[config.mk]
export PLATFORM = sky130hd
export DESIGN_NAME = mem_access_unit_flat
export DESIGN_NICKNAME = d
export VERILOG_FILES = /design/src/rtl/mem_access_unit_pkg.sv /design/src/rtl/mem_access_unit_if.sv /design/src/rtl/mem_access_unit_align.sv /design/src/rtl/mem_access_unit.sv /design/src/flat_wrapper.sv
export SDC_FILE = /design/constraint.sdc
export NUM_CORES = 1
export LEC_CHECK = 0
export CORE_UTILIZATION = 40
export CTS_BUF_LIST = sky130_fd_sc_hd__clkbuf_4
export DETAILED_ROUTE_END_ITERATION = 12
export GPL_TIMING_DRIVEN = 0
export PLACE_DENSITY_LB_ADDON = 0.1
export SLEW_MARGIN = 20
export SYNTH_ARGS = -nofsm -noshare
export SYNTH_HDL_FRONTEND = slang
export SYNTH_SLANG_ARGS = --single-unit
[constraint.sdc]
create_clock -name clk -period 3.5 [get_ports clk]
set_input_delay 0.525 -clock clk [delete_from_list [all_inputs] [get_ports clk]]
set_output_delay 0.525 -clock clk [all_outputs]
set_load 0.02 [all_outputs]
[src/rtl/mem_access_unit_pkg.sv]
// mem_access_unit_pkg: MIPS memory opcodes and M-stage access FSM states
package mem_access_unit_pkg;
    localparam logic [5:0] OP_LB  = 6'b100000;
    localparam logic [5:0] OP_LH  = 6'b100001;
    localparam logic [5:0] OP_LW  = 6'b100011;
    localparam logic [5:0] OP_LBU = 6'b100100;
    localparam logic [5:0] OP_LHU = 6'b100101;
    localparam logic [5:0] OP_SB  = 6'b101000;
    localparam logic [5:0] OP_SH  = 6'b101001;
    localparam logic [5:0] OP_SW  = 6'b101011;
    typedef enum logic [1:0] {S_IDLE, S_BUSY, S_DONE} state_t;
endpackage

[src/rtl/mem_access_unit_if.sv]
// mem_access_unit_if: req/ready data-memory bus between the M stage and data memory
interface mem_access_unit_if #(parameter int ADDR_W = 32);
    logic              dm_req;
    logic              dm_we;
    logic [3:0]        dm_be;
    logic [ADDR_W-1:0] dm_addr;
    logic [31:0]       dm_wdata;
    logic              dm_ready;
    logic [31:0]       dm_rdata;
    modport master(output dm_req, dm_we, dm_be, dm_addr, dm_wdata, input dm_ready, dm_rdata);
    modport slave(input dm_req, dm_we, dm_be, dm_addr, dm_wdata, output dm_ready, dm_rdata);
endinterface

[src/rtl/mem_access_unit_align.sv]
// mem_align: opcode decode, misalignment, byte enables, store lane replication, load extension
module mem_align
    import mem_access_unit_pkg::*;
#(
    parameter bit HAS_SUBWORD = 1
) (
    input  logic [5:0]  op,
    input  logic [1:0]  lo,
    input  logic [31:0] wdata,
    input  logic [5:0]  ld_op,
    input  logic [1:0]  ld_lo,
    input  logic [31:0] rdata,
    output logic        is_mem,
    output logic        is_store,
    output logic        misaligned,
    output logic [3:0]  be,
    output logic [31:0] wdata_rep,
    output logic [31:0] ld_ext
);
    logic       is_word, is_half, is_byte;
    logic [7:0]  ld_b;
    logic [15:0] ld_h;
    // decode the live instruction for issue, and extend read data for the registered one
    always_comb begin
        is_word    = op == OP_LW || op == OP_SW;
        is_half    = HAS_SUBWORD && (op == OP_LH || op == OP_LHU || op == OP_SH);
        is_byte    = HAS_SUBWORD && (op == OP_LB || op == OP_LBU || op == OP_SB);
        is_mem     = is_word || is_half || is_byte;
        is_store   = op == OP_SB || op == OP_SH || op == OP_SW;
        misaligned = is_word ? lo != 2'b00 : is_half && lo[0];
        be         = !is_store ? 4'hF : is_byte ? 4'b0001 << lo : is_half ? (lo[1] ? 4'b1100 : 4'b0011) : 4'hF;
        wdata_rep  = is_byte ? {4{wdata[7:0]}} : is_half ? {2{wdata[15:0]}} : wdata;
        ld_b       = rdata[{ld_lo, 3'b000} +: 8];
        ld_h       = ld_lo[1] ? rdata[31:16] : rdata[15:0];
        ld_ext     = ld_op == OP_LB  ? {{24{ld_b[7]}}, ld_b} :
                     ld_op == OP_LBU ? {24'b0, ld_b} :
                     ld_op == OP_LH  ? {{16{ld_h[15]}}, ld_h} :
                     ld_op == OP_LHU ? {16'b0, ld_h} : rdata;
    end
endmodule

[src/rtl/mem_access_unit.sv]
// mem_access_unit: M-stage memory controller with req/ready handshake, stall and bus timeout
module mem_access_unit
    import mem_access_unit_pkg::*;
#(
    parameter int ADDR_W      = 32,
    parameter bit HAS_SUBWORD = 1,
    parameter int WAIT_W      = 8,
    parameter int WAIT_LIMIT  = 255
) (
    input  logic              clk,
    input  logic              reset,
    input  logic              valid_M,
    input  logic [31:0]       instr_M,
    input  logic [ADDR_W-1:0] addr_M,
    input  logic [31:0]       wdata_M,
    output logic              stall_M,
    mem_access_unit_if.master dm,
    output logic [31:0]       ld_data,
    output logic              ld_valid,
    output logic              exc_adel,
    output logic              exc_ades,
    output logic              exc_bus
);
    localparam logic [WAIT_W-1:0] LIMIT = WAIT_W'(WAIT_LIMIT);
    state_t            state, state_nxt;
    logic [WAIT_W-1:0] cnt;
    logic [5:0]        op_q;
    logic [1:0]        lo_q;
    logic              err_q;
    logic              is_mem, is_store, mis, mem_op, timeout;
    logic [3:0]        be;
    logic [31:0]       wrep, ld_ext;
    logic              unused_instr;
    assign unused_instr = ^instr_M[25:0];
    mem_align #(.HAS_SUBWORD(HAS_SUBWORD)) u_align (
        .op(instr_M[31:26]), .lo(addr_M[1:0]), .wdata(wdata_M),
        .ld_op(op_q), .ld_lo(lo_q), .rdata(dm.dm_rdata),
        .is_mem(is_mem), .is_store(is_store), .misaligned(mis),
        .be(be), .wdata_rep(wrep), .ld_ext(ld_ext)
    );
    assign mem_op  = valid_M && is_mem && !mis;
    // timeout is decided in the BUSY cycle whose counter reads WAIT_LIMIT; a same-cycle ready still wins
    assign timeout = !dm.dm_ready && cnt == LIMIT;
    // state register
    always_ff @(posedge clk or posedge reset) begin
        if (reset) state <= S_IDLE;
        else       state <= state_nxt;
    end
    // next-state: issue from IDLE, finish on ready or timeout, DONE lasts one cycle
    always_comb begin
        state_nxt = S_IDLE;
        case (state)
            S_IDLE:  state_nxt = mem_op ? S_BUSY : S_IDLE;
            S_BUSY:  state_nxt = (dm.dm_ready || timeout) ? S_DONE : S_BUSY;
            default: state_nxt = S_IDLE;
        endcase
    end
    // outputs: request and stall follow state, exceptions only on a fresh IDLE instruction
    always_comb begin
        dm.dm_req = state == S_BUSY;
        stall_M   = state == S_BUSY || (state == S_IDLE && mem_op);
        ld_valid  = state == S_DONE && !dm.dm_we && !err_q;
        exc_bus   = state == S_DONE && err_q;
        exc_adel  = state == S_IDLE && valid_M && is_mem && mis && !is_store;
        exc_ades  = state == S_IDLE && valid_M && is_mem && mis && is_store;
    end
    // bus registers latched at issue, wait counter and load result during BUSY
    always_ff @(posedge clk or posedge reset) begin
        if (reset) begin
            dm.dm_we    <= 1'b0;
            dm.dm_be    <= '0;
            dm.dm_addr  <= '0;
            dm.dm_wdata <= '0;
            op_q        <= '0;
            lo_q        <= '0;
            cnt         <= '0;
            err_q       <= 1'b0;
            ld_data     <= '0;
        end else if (state == S_IDLE && mem_op) begin
            dm.dm_we    <= is_store;
            dm.dm_be    <= be;
            dm.dm_addr  <= {addr_M[ADDR_W-1:2], 2'b00};
            dm.dm_wdata <= wrep;
            op_q        <= instr_M[31:26];
            lo_q        <= addr_M[1:0];
            cnt         <= '0;
            err_q       <= 1'b0;
        end else if (state == S_BUSY) begin
            cnt <= (cnt == '1) ? cnt : cnt + 1'b1;
            if (dm.dm_ready) ld_data <= ld_ext;
            else if (timeout) begin
                ld_data <= '0;
                err_q   <= 1'b1;
            end
        end
    end
endmodule
[src/flat_wrapper.sv]
// flat-port wrapper written by rule: the top's interface ports become plain ports
module mem_access_unit_flat import mem_access_unit_pkg::*;
#(
    parameter int ADDR_W      = 32,
    parameter bit HAS_SUBWORD = 1,
    parameter int WAIT_W      = 8,
    parameter int WAIT_LIMIT  = 255
)
  (clk, reset, valid_M, instr_M, addr_M, wdata_M, stall_M, ld_data, ld_valid, exc_adel, exc_ades, exc_bus, dm_dm_req, dm_dm_we, dm_dm_be, dm_dm_addr, dm_dm_wdata, dm_dm_ready, dm_dm_rdata);
  mem_access_unit_if #(.ADDR_W(ADDR_W)) dm_i ();
  input  logic clk;
  input  logic reset;
  input  logic valid_M;
  input  logic [31:0] instr_M;
  input  logic [ADDR_W-1:0] addr_M;
  input  logic [31:0] wdata_M;
  output logic stall_M;
  output logic [31:0] ld_data;
  output logic ld_valid;
  output logic exc_adel;
  output logic exc_ades;
  output logic exc_bus;
  output wire logic [$bits(dm_i.dm_req)-1:0] dm_dm_req;
  output wire logic [$bits(dm_i.dm_we)-1:0] dm_dm_we;
  output wire logic [$bits(dm_i.dm_be)-1:0] dm_dm_be;
  output wire logic [$bits(dm_i.dm_addr)-1:0] dm_dm_addr;
  output wire logic [$bits(dm_i.dm_wdata)-1:0] dm_dm_wdata;
  input wire logic [$bits(dm_i.dm_ready)-1:0] dm_dm_ready;
  input wire logic [$bits(dm_i.dm_rdata)-1:0] dm_dm_rdata;
  assign dm_dm_req = dm_i.dm_req;
  assign dm_dm_we = dm_i.dm_we;
  assign dm_dm_be = dm_i.dm_be;
  assign dm_dm_addr = dm_i.dm_addr;
  assign dm_dm_wdata = dm_i.dm_wdata;
  assign dm_i.dm_ready = dm_dm_ready;
  assign dm_i.dm_rdata = dm_dm_rdata;
  mem_access_unit #(.ADDR_W(ADDR_W), .HAS_SUBWORD(HAS_SUBWORD), .WAIT_W(WAIT_W), .WAIT_LIMIT(WAIT_LIMIT)) u_core (.clk(clk), .reset(reset), .valid_M(valid_M), .instr_M(instr_M), .addr_M(addr_M), .wdata_M(wdata_M), .stall_M(stall_M), .dm(dm_i), .ld_data(ld_data), .ld_valid(ld_valid), .exc_adel(exc_adel), .exc_ades(exc_ades), .exc_bus(exc_bus));
endmodule
### Word-level counts from Yosys, hierarchy flattened

Cells that the tools add are included.

| storage, ports and cells | value |
|---|---|
| register bits after elaboration | 118 |
| input port bits | 132 |

| operators by class | value |
|---|---|
| add/sub/neg operators | 1 |
| equal/unequal tests | 17 |
| shift operators | 2 |
| muxes and demuxes | 24 |
| bitwise logic cells | 1 |
| reduce and logical (&&, ||, !) cells | 37 |

Operators by type and width:

| operator | number |
|---|---|
| 2-to-1 mux 32 bit | 8 |
| == test 6 bit, second input constant | 12 |
| variable part select 32 x 6 -> 8 bit | 1 |
| 2-to-1 mux 8 bit | 3 |
| 2-to-1 mux 16 bit | 1 |
| 2-to-1 mux 4 bit | 4 |
| logical AND 1 bit | 13 |
| logical OR 1 bit | 11 |
| adder 8 x 1 -> 8 bit, second input constant | 1 |
| == test 8 bit, second input constant | 1 |
| nonzero test 2 bit | 4 |
| 2-to-1 mux 1 bit | 6 |
| AND reduction 3 bit | 2 |
| logical NOT 1 bit | 5 |
| != test 2 x 1 -> 1 bit, second input constant | 2 |
| one-hot mux 2 bit (2 select lines) | 1 |
| << shifter 1 x 2 -> 4 bit, first input constant | 1 |
| == test 2 x 1 -> 1 bit, second input constant | 1 |
| == test 2 bit, second input constant | 1 |
| logical NOT 2 bit | 1 |
| 2-to-1 mux 2 bit | 1 |
| AND reduction 2 bit | 1 |
| inverter 1 bit | 1 |

### Depth between registers and ports, before layout

| logic depth | value |
|---|---|
| depth in word-level cells | 10 |
| depth in mapped cells | 7 |
| mapped depth without buffers | 6 |

### Modules after synthesis

From an unflattened synthesis, not the netlist that was laid out.

| second synthesis, totals | value |
|---|---|
| cells, all modules | 673 |
| area, all modules | 6,221.0 um^2 |

Modules (own cells, without submodules):

| module | times used | cells each | area an instance (um^2) | sequential area each (um^2) |
|---|---|---|---|---|
| mem_access_unit | 1 | 473 | 4,733.3 | 2,952.8 |
| mem_align | 1 | 200 | 1,487.7 | 0.0 |

### Worst setup path after synthesis

No wires, ideal clock.

| timing path | value |
|---|---|
| path kind | input-to-output |
| start point | input instr_M[26] |
| end point | output exc_adel |
| arrival time | 1,951 ps |
| required time | 2,975 ps |
| setup slack | 1,024 ps |
| stages | 6 |
| cell sequence | clkbuf_1 -> buf_2 -> nor4bb_1 -> nand2_1 -> o21ai_0 -> nor2b_1 |

| between the ends | value |
|---|---|
| longest elaborated chain between the ends | 8 |

RTL lines:

| what | RTL line | source |
|---|---|---|
| from (decl) | flat_wrapper.sv:14 | `input logic [31:0] instr_M;` |
| == test 6 bit | mem_access_unit_align.sv:26 | `is_half = HAS_SUBWORD && (op == OP_LH \|\| op == OP_LHU \|\| op == OP_SH);` |
| logical OR 1 bit (2 in series) | mem_access_unit_align.sv:26 |  |
| logical OR 1 bit (2 in series) | mem_access_unit_align.sv:28 | `is_mem = is_word \|\| is_half \|\| is_byte;` |
| logical AND 1 bit (2 in series) | mem_access_unit.sv:64 | `exc_adel = state == S_IDLE && valid_M && is_mem && mis && !is_store;` |
| logical AND 1 bit (*) | mem_access_unit.sv:64 |  |
| to (decl) | flat_wrapper.sv:20 | `output logic exc_adel;` |

Every way passes the cells marked *; elsewhere a longest branch is shown, timed or not.

### Final worst setup path

Ends and elaborated chain as after synthesis.

==> tab_implementation.tex <==
\begin{tabular}{lr}
\hline
Metric & Value \\
\hline
\multicolumn{2}{l}{\textbf{Run status}} \\
Outcome & complete, no violations \\
\multicolumn{2}{l}{\textbf{Synth}} \\
Average instance area after synthesis & 11.98 µm² \\
Share of synthesized cell area in full adder, half adder and majority cells & 0.2163\% \\
Most area-consuming cells after synthesis & sky130\_fd\_sc\_hd\_\_dfrtp\_1 51\%, sky130\_fd\_sc\_hd\_\_mux2\_2 20\%, sky130\_fd\_sc\_hd\_\_nor2\_1 2.8\%, sky130\_fd\_sc\_hd\_\_mux4\_2 2.7\%, sky130\_fd\_sc\_hd\_\_o221ai\_1 2.4\% \\
Biggest area consumer among synthesized cells & sky130\_fd\_sc\_hd\_\_dfrtp\_1 \\
Simple-gate area share of the yosys netlist & 9.777\% \\
Share of synthesized registers carrying an async set or reset & 100.0\% \\
Unique cell type count in the Yosys netlist & 51 \\
Share of the synthesized area in compound gates (AO/OA/AOI/OAI) & 10.04\% \\
Sequential element share of the synthesized area & 51.05\% \\
Instance count of the mapped netlist & 483 \\
Top flip-flop cell by instance count after synthesis & sky130\_fd\_sc\_hd\_\_dfrtp\_1 \\
Share of cell area taken by muxes after synthesis & 23.84\% \\
Number of flops mapped to enable cells by yosys & 0 \\
Largest family of logic cells by synthesized area & multiplexers \\
Count of yosys warnings during synthesis & 0 \\
Area share of the largest cell type after synthesis & 51.05\% \\
Netlist Area Pre-Place & 0.005784 mm² \\
Number of synthesized register bits & 118 \\
XOR/XNOR share of the synthesized area & 0.1514\% \\
\multicolumn{2}{l}{\textbf{Global route}} \\
Wire length of the first global-routing pass & 26350 µm \\
Number of global-route vias before repair & 5205 \\
Total congestion overflow & 0 \\
Global Route Usage Sum & 23.12\% \\
Antenna violations before repair & 0 \\
Largest net degree at the start of global routing & 34 \\
\multicolumn{2}{l}{\textbf{Setup path}} \\
Number of cell instances on the worst register-to-register path & 7 \\
Type of element capturing the critical path & output port \\
Worst setup path category & input port to output port \\
Required time worst endpoint & 2.97 ns \\
Cells along the critical path & clkbuf\_1 > buf\_2 > nor4bb\_1 > nand2\_1 > o21ai\_0 > nor2b\_1 > clkdlybuf4s50\_1 \\
Slowest-stage cell, CP & sky130\_fd\_sc\_hd\_\_clkdlybuf4s50\_1 \\
Reg-to-reg setup timing slack & 1.15 ns \\
Crit path max fanout & 10 \\
Kind of launch point of the worst setup path & input port \\
Critical path arrival & 2.77 ns \\
Delay of the slowest cell on the worst path & 0.63 ns \\
\multicolumn{2}{l}{\textbf{Layout}} \\
Final Net Count & 850 \\
Layout Cells excl Fill & 910 \\
Utilization after layout & 60.96\% \\
Layout area overhead & 47.42\% \\
Share of final-layout standard cells stronger than drive strength 1 & 23.84\% \\
Final instance area & 0.008527 mm² \\
Antenna diode count & 0 \\
\multicolumn{2}{l}{\textbf{CTS}} \\
Clock-pin slew of the registers on the worst-case setup and hold paths & 0.12 ns \\
H-Tree Depth & 4 \\
Clock latency on the worst-skew pair & 0.52 ns \\
Root Driver & sky130\_fd\_sc\_hd\_\_clkbuf\_4 \\
CTS tree & built \\
TritonCTS sink count & 118 \\
Deepest clock path buffer count & 2 \\
Clock buffer count from CTS & 17 \\
\multicolumn{2}{l}{\textbf{STA}} \\
Top achievable clock speed & 0.3033 GHz \\
Worst Clk Skew & 0.01884 ns \\
RSZ-0062 raised after global routing & false \\
Final-report max-slew violation count & 0 \\
Number of endpoints with negative hold slack in the final report & 0 \\
Final count of negative-setup-slack endpoints & 0 \\
Setup TNS & 0 ns \\
Slew Limit Headroom & 57.21\% \\
Final Cycle Share & 94.21\% \\
Slew at the pin closest to its max-slew limit & 0.6330 ns \\
Crit path time final & 3.297 ns \\
Post-layout worst setup margin & 0.2027 ns \\
Worst hold slack & 0.2785 ns \\
\multicolumn{2}{l}{\textbf{Placement}} \\
HPWL reported at the end of detailed placement & 12460 µm \\
Cell count after placement & 877 \\
Post-place setup slack & -0.1685 ns \\
Post-place instance area & 0.008197 mm² \\
Routability congestion estimate from global placement & 0.8585 \\
Total of buffers placed on input and output ports & 209 \\
\multicolumn{2}{l}{\textbf{Drt}} \\
Remaining DRCs & 0 \\
Antenna viol nets, final & 0 \\
Routed wire per std cell & 18.09 µm \\
Highest metal layer used by the detailed router & met4 \\
Met3 wire len & 1559 µm \\
Sum of routed wire segments on met1 & 6793 µm \\
Detailed Route WL & 16470 µm \\
Iteration count of the initial detailed-routing pass & 4 \\
Detail Route met2 WL & 7899 µm \\
Iteration-0 DRC Markers & 403 \\
Per-cell via count in the routed design & 5.356 \\
Via count & 4874 \\
\multicolumn{2}{l}{\textbf{Floorplan}} \\
Die width & 122.3 µm \\
Starting density of the core & 41.35\% \\
Core outline area & 0.01399 mm² \\
IO Pins & 239 \\
Standard-cell rows & 43 \\
DIE AREA & 0.01495 mm² \\
Height of the chip & 122.3 µm \\
\multicolumn{2}{l}{\textbf{Power and ir drop}} \\
Final Power & 5.767 mW \\
Leakage & 3.534 nW \\
Pwr dens & 676.3 mW/mm² \\
Peak VDD IR & 370.2 µV \\
\multicolumn{2}{l}{\textbf{Min path}} \\
Class of the worst hold path & input port to async pin \\
\multicolumn{2}{l}{\textbf{Job}} \\
Maximum Capacitance Violations & 0 \\
\hline
\end{tabular}
[worst max-delay path, delay by kind of cell]
kind,cells,cell delay (ns)
and+or+nand+nor,3,0.76
AOI/OAI and AO/OA,1,0.22
buffers and inverters,3,1.27
[per-layer routing]
metal | GRT usage, % | vias up
li1 | - | 2242
met1 | 27.59 | 2420
met2 | 37.54 | 192
met3 | 9.526 | 20
met4 | 7.927 | 0
met5 | 0 | -
[layout make-up]
type / instances / area, µm²
inverters: 32 / 123.9
flip-flops and latches: 118 / 2953
clock buffers: 17 / 127.6
clock inverters: 15 / 176.4
multi-input cells: 304 / 2567
fillers: 1174 / 5461
repair buffers: 214 / 2192
well taps: 180 / 225.2
plain buffers: 30 / 161.4
[placed cells by master (no fill, tap or decap), types with 3 or more instances in the layout]
master                            netlist  routed
sky130_fd_sc_hd__inv_1                 31      30
sky130_fd_sc_hd__inv_6                  0       3
sky130_fd_sc_hd__nand3_1                3       3
sky130_fd_sc_hd__clkinv_2               0       3
sky130_fd_sc_hd__mux2_2               102     102
sky130_fd_sc_hd__clkbuf_1              12      12
sky130_fd_sc_hd__o21ai_0                7       7
sky130_fd_sc_hd__nand2_1               10       9
sky130_fd_sc_hd__buf_2                 12      12
sky130_fd_sc_hd__o221ai_1              16      16
sky130_fd_sc_hd__o32ai_1                9       9
sky130_fd_sc_hd__clkbuf_4               0      17
sky130_fd_sc_hd__dfrtp_1              118     118
sky130_fd_sc_hd__clkdlybuf4s50_1        0     207
sky130_fd_sc_hd__a21oi_1                5       5
sky130_fd_sc_hd__buf_6                  3       3
sky130_fd_sc_hd__nor2_1                43      43
sky130_fd_sc_hd__mux4_2                 7       7
sky130_fd_sc_hd__a211oi_1              11      11
sky130_fd_sc_hd__nor2b_1                4       4
sky130_fd_sc_hd__buf_4                  3       4
sky130_fd_sc_hd__nor4b_1                3       3
sky130_fd_sc_hd__nor3_1                22      22
sky130_fd_sc_hd__a22o_1                 8       8
sky130_fd_sc_hd__nand4_1                4       4
sky130_fd_sc_hd__clkinvlp_4             0       7
sky130_fd_sc_hd__and2_1                 3       3
sky130_fd_sc_hd__bufinv_16              0       3
sky130_fd_sc_hd__o22ai_1                7       7
sky130_fd_sc_hd__mux2i_1                5       5
sky130_fd_sc_hd__buf_12                 0       3
[cells in the mapped netlist, types with 2 or more instances]
| master | number |
|---|---|
| sky130_fd_sc_hd__o21ai_1 | 2 |
| sky130_fd_sc_hd__mux2_2 | 102 |
| sky130_fd_sc_hd__buf_4 | 3 |
| sky130_fd_sc_hd__nor2b_1 | 4 |
| sky130_fd_sc_hd__mux2_1 | 2 |
| sky130_fd_sc_hd__a22o_1 | 8 |
| sky130_fd_sc_hd__nor3b_1 | 2 |
| sky130_fd_sc_hd__inv_1 | 31 |
| sky130_fd_sc_hd__nand2b_1 | 2 |
| sky130_fd_sc_hd__buf_6 | 3 |
| sky130_fd_sc_hd__nor4b_1 | 3 |
| sky130_fd_sc_hd__mux4_2 | 7 |
| sky130_fd_sc_hd__nand3_1 | 3 |
| sky130_fd_sc_hd__o22ai_1 | 7 |
| sky130_fd_sc_hd__nor2_1 | 43 |
| sky130_fd_sc_hd__and2_1 | 3 |
| sky130_fd_sc_hd__nand2_1 | 10 |
| sky130_fd_sc_hd__or2_2 | 2 |
| sky130_fd_sc_hd__o31ai_1 | 2 |
| sky130_fd_sc_hd__nand3b_1 | 2 |
| sky130_fd_sc_hd__nor3_1 | 22 |
| sky130_fd_sc_hd__or3_1 | 2 |
| sky130_fd_sc_hd__nand4_1 | 4 |
| sky130_fd_sc_hd__mux2i_1 | 5 |
| sky130_fd_sc_hd__dfrtp_1 | 118 |
| sky130_fd_sc_hd__o32ai_1 | 9 |
| sky130_fd_sc_hd__buf_2 | 12 |
| sky130_fd_sc_hd__a211oi_1 | 11 |
| sky130_fd_sc_hd__o221ai_1 | 16 |
| sky130_fd_sc_hd__o21ai_0 | 7 |
| sky130_fd_sc_hd__clkbuf_1 | 12 |
| sky130_fd_sc_hd__a21oi_1 | 5 |
[where the power goes]
part	switching [mW]	total [mW]	internal, mW
Combinational	1.26	2.58	1.32
Sequential	0.288	2.12	1.83
Clock	0.573	1.07	0.496
[sequential cells by signal (all words and copies together), names as in the netlist]
signal	flops
u_core.dm.dm_addr	30
u_core.op_q	6
u_core.err_q	1
u_core.lo_q	2
u_core.state	2
u_core.ld_data	32
u_core.dm.dm_be	4
u_core.dm.dm_we	1
u_core.cnt	8
u_core.dm.dm_wdata	32
[path summary, 6_finish.rpt]
path	startpoint	to
worst min-delay path	reset	u_core.dm.dm_wdata[31]$_DFFE_PP0P_
worst max-delay path	instr_M[26]	exc_adel
worst max register to register	u_core.cnt[0]$_DFFE_PP0P_	u_core.ld_data[7]$_DFFE_PP0P_
worst min register to register	u_core.op_q[5]$_DFFE_PP0P_	u_core.op_q[5]$_DFFE_PP0P_
min in group clk	instr_M[27]	u_core.op_q[1]$_DFFE_PP0P_
max in group asynchronous	reset	u_core.ld_data[6]$_DFFE_PP0P_
[timing repair]
| item | in CTS | in global routing |
|---|---|---|
| setup endpoints to repair | 1 | 1 |
| gates resized for setup | 1 | 4 |
| hold endpoints to repair | 0 | 0 |
| hold buffers | 0 | 0 |
| buffers inserted | 1 | 0 |
| gates cloned | 0 | 0 |
| pin swaps | 1 | 0 |
[kinds of logic after synthesis]
kind of cell | Yosys count
DFF | 118
muxes | 116
and+or+nand+nor | 110
AOI/OAI and AO/OA | 74
buffers and inverters | 62
adders and majority gates | 1
other | 1
xor gates and xnor gates | 1
No activity file was read; power rests on OpenSTA's default activity.
